$ cat src/rtl/lcd_inst_pkg.sv
// Shared constants for the 9-bit LCD command stream ({RS, code}) and the
// bus driver that plays it onto an HD44780 8-bit parallel interface.
package lcd_inst_pkg;

  localparam logic [8:0] CMD_CLEAR           = 9'h001;
  localparam logic [8:0] CMD_ENTRY_INC       = 9'h006;
  localparam logic [8:0] CMD_DISPLAY_OFF     = 9'h008;
  localparam logic [8:0] CMD_DISPLAY_ON      = 9'h00C;
  localparam logic [8:0] FUNC_SET_8BIT       = 9'h030;
  localparam logic [8:0] FUNC_SET_8BIT_2LINE = 9'h038;

  localparam int LCD_INIT_LEN = 8;

  // HD44780 power-on sequence: three wake-up writes, then configuration.
  localparam logic [8:0] LCD_INIT_ROM [LCD_INIT_LEN] = '{
    FUNC_SET_8BIT, FUNC_SET_8BIT, FUNC_SET_8BIT, FUNC_SET_8BIT_2LINE,
    CMD_DISPLAY_OFF, CMD_CLEAR, CMD_ENTRY_INC, CMD_DISPLAY_ON
  };

  typedef enum logic [2:0] {POWERUP, SETUP, PULSE, HOLD, WAIT, IDLE} lcd_bus_state_e;

  // Clear display (0x01) and return home (0x02/0x03) need the long execution time.
  function automatic logic needs_long_wait(input logic [8:0] cmd);
    return !cmd[8] && (cmd[7:2] == 6'd0) && (cmd[1:0] != 2'd0);
  endfunction

  function automatic int max_int(input int a, input int b);
    return (a > b) ? a : b;
  endfunction

endpackage

$ cat src/rtl/lcd_wait_timer.sv
// Loadable down-counter shared by all bus phases; expired flags the last
// cycle of the current phase and the count parks at zero when unused.
module lcd_wait_timer #(
  parameter int CNT_W     = 8,
  parameter int RESET_VAL = 1
) (
  input  logic             clk,
  input  logic             rst_n,
  input  logic             load,
  input  logic [CNT_W-1:0] load_val,
  output logic             expired
);

  logic [CNT_W-1:0] count;

  always_ff @(posedge clk or negedge rst_n) begin
    if (!rst_n) begin
      count <= CNT_W'(RESET_VAL);
    end else if (load) begin
      count <= load_val;
    end else if (count != '0) begin
      count <= count - 1'b1;
    end
  end

  assign expired = (count == CNT_W'(1));

endmodule

$ cat src/rtl/lcd_bus_driver.sv
// HD44780 8-bit bus driver: runs the power-on init from ROM, then accepts
// one {RS, code} command per valid/ready transfer and paces every bus write.
module lcd_bus_driver
  import lcd_inst_pkg::*;
#(
  parameter int T_POWERUP_CYC   = 750000,
  parameter int T_INIT_CYC      = 205000,
  parameter int T_SETUP_CYC     = 2,
  parameter int T_EN_CYC        = 13,
  parameter int T_HOLD_CYC      = 1,
  parameter int T_EXEC_CYC      = 2000,
  parameter int T_EXEC_LONG_CYC = 82000
) (
  input  logic       clk,
  input  logic       rst_n,
  input  logic [8:0] cmd_data,
  input  logic       cmd_valid,
  output logic       cmd_ready,
  output logic       init_done,
  output logic       lcd_rs,
  output logic       lcd_rw,
  output logic       lcd_en,
  output logic [7:0] lcd_data
);

  localparam int T_MAX = max_int(max_int(max_int(T_POWERUP_CYC, T_INIT_CYC),
                                         max_int(T_SETUP_CYC, T_EN_CYC)),
                                 max_int(max_int(T_HOLD_CYC, T_EXEC_CYC), T_EXEC_LONG_CYC));
  localparam int CNT_W = $clog2(T_MAX) + 1;
  localparam logic [2:0] LAST_IDX = 3'(LCD_INIT_LEN - 1);

  lcd_bus_state_e   state, state_nxt;
  logic [2:0]       init_idx;
  logic [CNT_W-1:0] load_val, wait_cyc;
  logic             load, expired, accept;

  assign cmd_ready = (state == IDLE) && init_done;
  assign accept    = cmd_valid && cmd_ready;
  assign lcd_rw    = 1'b0;

  lcd_wait_timer #(
    .CNT_W     (CNT_W),
    .RESET_VAL (T_POWERUP_CYC)
  ) u_timer (
    .clk      (clk),
    .rst_n    (rst_n),
    .load     (load),
    .load_val (load_val),
    .expired  (expired)
  );

  // The first two wake-up writes need the long init gap regardless of code.
  always_comb begin
    wait_cyc = CNT_W'(T_EXEC_CYC);
    if (!init_done && init_idx < 3'd2) begin
      wait_cyc = CNT_W'(T_INIT_CYC);
    end else if (needs_long_wait({lcd_rs, lcd_data})) begin
      wait_cyc = CNT_W'(T_EXEC_LONG_CYC);
    end
  end

  always_ff @(posedge clk or negedge rst_n) begin
    if (!rst_n) begin
      state <= POWERUP;
    end else begin
      state <= state_nxt;
    end
  end

  always_comb begin
    state_nxt = state;
    load_val  = '0;
    unique case (state)
      POWERUP: if (expired) state_nxt = SETUP;
      SETUP:   if (expired) state_nxt = PULSE;
      PULSE:   if (expired) state_nxt = HOLD;
      HOLD:    if (expired) state_nxt = WAIT;
      WAIT:    if (expired) state_nxt = (!init_done && init_idx != LAST_IDX) ? SETUP : IDLE;
      IDLE:    if (accept)  state_nxt = SETUP;
      default: state_nxt = POWERUP;
    endcase
    // Every transition enters a different state, so a change means a fresh phase.
    load = (state_nxt != state);
    case (state_nxt)
      SETUP:   load_val = CNT_W'(T_SETUP_CYC);
      PULSE:   load_val = CNT_W'(T_EN_CYC);
      HOLD:    load_val = CNT_W'(T_HOLD_CYC);
      WAIT:    load_val = wait_cyc;
      default: load_val = '0;
    endcase
  end

  // RS/DB only change on entry to SETUP, so they are frozen through WAIT.
  always_ff @(posedge clk or negedge rst_n) begin
    if (!rst_n) begin
      lcd_en    <= 1'b0;
      lcd_rs    <= 1'b0;
      lcd_data  <= '0;
      init_idx  <= '0;
      init_done <= 1'b0;
    end else begin
      lcd_en <= (state_nxt == PULSE);
      if (accept) begin
        {lcd_rs, lcd_data} <= cmd_data;
      end else if (state == POWERUP && expired) begin
        init_idx           <= '0;
        {lcd_rs, lcd_data} <= LCD_INIT_ROM[0];
      end else if (state == WAIT && expired && !init_done) begin
        if (init_idx == LAST_IDX) begin
          init_done <= 1'b1;
        end else begin
          init_idx           <= init_idx + 3'd1;
          {lcd_rs, lcd_data} <= LCD_INIT_ROM[init_idx + 3'd1];
        end
      end
    end
  end

endmodule
$ cat config.mk
export PLATFORM = sky130hd
export DESIGN_NAME = lcd_bus_driver
export DESIGN_NICKNAME = d
export VERILOG_FILES = /design/src/rtl/lcd_inst_pkg.sv /design/src/rtl/lcd_wait_timer.sv /design/src/rtl/lcd_bus_driver.sv
export SDC_FILE = /design/constraint.sdc
export NUM_CORES = 1
export LEC_CHECK = 0
export CAP_MARGIN = 20
export CORE_ASPECT_RATIO = 1.75
export CORE_MARGIN = 5
export CORE_UTILIZATION = 45
export CTS_CLUSTER_DIAMETER = 150
export DETAILED_ROUTE_END_ITERATION = 8
export PLACE_DENSITY = 0.7
export SYNTH_ARGS = -nofsm -noshare
export SYNTH_HDL_FRONTEND = slang
export SYNTH_SLANG_ARGS = --single-unit
$ cat constraint.sdc
create_clock -name clk -period 1.9 [get_ports clk]
set_input_delay 0.285 -clock clk [delete_from_list [all_inputs] [get_ports clk]]
set_output_delay 0.285 -clock clk [all_outputs]
set_load 0.1 [all_outputs]
==> results.cfg <==
[final_layout]
layout_common_cells = buf_4, dfrtp_1, nor2_1
layout_commonest_cell = buf_4
num-fill-cells = 365
layout.nets = 353
drive_gt1_share_pct = 47.6
diodes = 0
areaGrowthSynthToFinish_pct = 50.7

[route]
drtAntennaViolNets = 0
vias = 2251
vias_per_cell = 5.80
drt-initial-drc-count = 70
routed_wl_um = 7040
dr.pass1.iters = 4
drc_errors = 0
wire_per_inst_um = 18.1

[setup_path]
rrSetupSlack_ns = -0.09
startpoint_type = flop
cp.arrival_ns = 2.16
required_ns = 2.07
end_kind = flop
critPathKind = reg2reg
crit_fanout = 5

[timing]
relSlewSlack_pct = 61.0
hold_viol = 0
min_period_ns = 1.99
fmax_mhz = 501
rsz0062_at_grt = yes
skew_ns = 0.00350
holdWs_ns = 0.534
setup_viol = 7
final_max_slew_viol_count = 0
post-route-period-util_pct = 105
worst_slack_ns = -0.0942
worst_pin_slew_ns = 0.585

[placed_design]
dp_slack_ns = -0.260
numPortBuffers = 23
gp_congestion = 0.828
dp_hpwl_um = 5020

[logic_synthesis]
syn-num-nets = 258
ys_ff_latch = 38
synth_area_um2 = 2290
yosys.area.top_type = dfrtp_1
synth_area_leaders = dfrtp_1, dfstp_2, ha_1, nor2_1, nand2_1
synth_ff_type = dfrtp_1
yosysTopAreaCellShare_pct = 30.6
async_flop_share_pct = 100
synth_edf_count = 0
synth_cell_type_count = 58
synth-seq-area-share_pct = 42.1
yosys_warnings = 0
synth_cells = 238
avgSynthCellArea_um2 = 9.61

[cts]
clock-sinks = 38
clk_pin_slew_ns = 0.08
htree_num_levels = 2
cts_buffers = 5
cts_tree = done
clock_latency_ns = 0.29
root_buffer = clkbuf_8
cts_buffer_depth = 2

[run_status]
failed_checks = negative setup slack
outcome = finished, violations left

[floorplanning]
rows = 34
core_um2 = 4980
die_w_um = 63.9
die_h_um = 104
ios = 25
initial_core_util_pct = 46.0
dieArea_um2 = 6660

[pwr]
p_leak_nw = 1.44
p_sw_uw = 319
vdd_drop_max_v = 0.000586
power_frac_comb_pct = 3.4
p_int_mw = 1.23
seqPwrFrac_pct = 52.4
p_clk_share_pct = 44.2
netSwitchingFraction_pct = 20.7
powerDensity_nw_per_um2 = 448

[run]
timing.max_cap.violations = 0

[global_routing]
grt.overflow.total = 0
grt_use_total_pct = 20.7
grt_pass1_vias = 2259
antenna_found_initial = 0
grt_max_degree = 26
grt_pass1_wl_um = 10900

[hold_path]
hp-class = in2async
-- flip-flops by register name, indices dropped and copies added, names as in the netlist --
| signal | flops |
|---|---|
| u_timer.count | 21 |
| lcd_data | 8 |
| init_idx | 3 |
| state | 3 |
| init_done | 1 |
| lcd_en | 1 |
| lcd_rs | 1 |
-- cells by family after synthesis --
group                    Yosys count  synth area share (%)
AO/OA/AOI/OAI                     51                  15.8
buffers and inverters             17                  3.88
multiplexers                       3                  1.37
other                              1                 0.164
adder cells (fa/ha/maj)            8                  4.38
AND/OR/NAND/NOR                  105                  26.6
XOR/XNOR                          15                  5.74
flip-flops                        38                  42.1
-- worst max-delay path, stage by stage (launching register included) --
cell and delay (ns):
dfstp_2 0.39, nor4_4 0.30, and4_4 0.32, buf_6 0.11
nand4_4 0.10, or4_4 0.45, o21ai_1 0.09, a31oi_1 0.09
-- final timing paths --
check,start,endpoint,depth (start not counted)
max in group asynchronous,rst_n,u_timer.count[7]$_DFFE_PN1P_,3
max,u_timer.count[13]$_DFFE_PN1P_,lcd_data[5]$_DFFE_PN0P_,7
max reg2reg,u_timer.count[13]$_DFFE_PN1P_,lcd_data[5]$_DFFE_PN0P_,7
min,rst_n,u_timer.count[0]$_DFFE_PN0P_,2
min in group clk,lcd_data[3]$_DFFE_PN0P_,lcd_data[3]$_DFFE_PN0P_,2
min reg2reg,lcd_data[3]$_DFFE_PN0P_,lcd_data[3]$_DFFE_PN0P_,2
-- cells in the mapped netlist (3+ instances only) --
| library cell | instances |
|---|---|
| dfrtp_1 | 28 |
| nor2_1 | 23 |
| nand2_1 | 22 |
| nor3_1 | 13 |
| dfstp_2 | 10 |
| o21ai_0 | 9 |
| a21oi_1 | 8 |
| ha_1 | 8 |
| xor2_1 | 8 |
| nand3_1 | 7 |
| xnor2_1 | 7 |
| a22oi_1 | 6 |
| inv_1 | 6 |
| a22o_1 | 5 |
| and3_1 | 5 |
| nor4_1 | 5 |
| nand3b_1 | 4 |
| nand4_1 | 4 |
| a2bb2oi_1 | 3 |
| buf_2 | 3 |
| clkbuf_1 | 3 |
| o21a_1 | 3 |
| or2_2 | 3 |
-- power groups by stage --
stage | combinational, mW | sequential (mW) | clock, mW
finish | 0.0521 | 0.809 | 0.683
floorplan | 0.0104 | 0.825 | 0
CTS | 0.0525 | 0.809 | 0.691
detailed placement | 0.0508 | 0.824 | 0
global route | 0.0570 | 0.809 | 0.731
global placement | 0.0499 | 0.824 | 0
-- timing repair --
action	in CTS	in global routing
hold buffers	1	0
endpoints found under the setup margin	34	27
endpoints found under the hold margin	6	0
cloned	0	1
pin swaps	10	18
buffers inserted	5	8
resized for setup	26	25
-- stage by stage --
stage,instance area [um2],power (mW),std cells,util [%],setup TNS (ns)
2_1_floorplan,2350,0.835,238,-,-0.288
3_3_place_gp,3030,0.874,365,60.8,-1.92
3_5_place_dp,3030,0.875,365,60.8,-3.69
4_1_cts,3280,1.55,379,66.0,-0.284
5_1_grt,3450,1.60,388,69.3,-1.66
6_report,3450,1.54,388,69.3,-0.385
-- per-layer routing --
| metal | GRT usage (%) | share of wire, % | wire, um | vias up |
|---|---|---|---|---|
| met1 | 21.5 | 37 | 2610 | 1104 |
| met5 | 0 | 0 | 0 | - |
| met2 | 37.6 | 56 | 3930 | 66 |
| met3 | 3.35 | 2.5 | 174 | 27 |
| li1 | - | - | - | 1054 |
| met4 | 11.6 | 4.6 | 325 | 0 |
-- layout make-up --
| class | instances | area (um2) | share of cell area, % |
|---|---|---|---|
| Timing Repair Buffer | 99 | 830 | 24.1 |
| Clock buffer | 7 | 76.3 | 2.21 |
| Clock inverter | 1 | 30.0 | 0.871 |
| Sequential cell | 38 | 971 | 28.2 |
| Multi-Input combinational cell | 183 | 1450 | 42.1 |
| Inverter | 6 | 22.5 | 0.653 |
| Tap cell | 54 | 67.6 | 1.96 |
(Power assumes the default switching activity.)
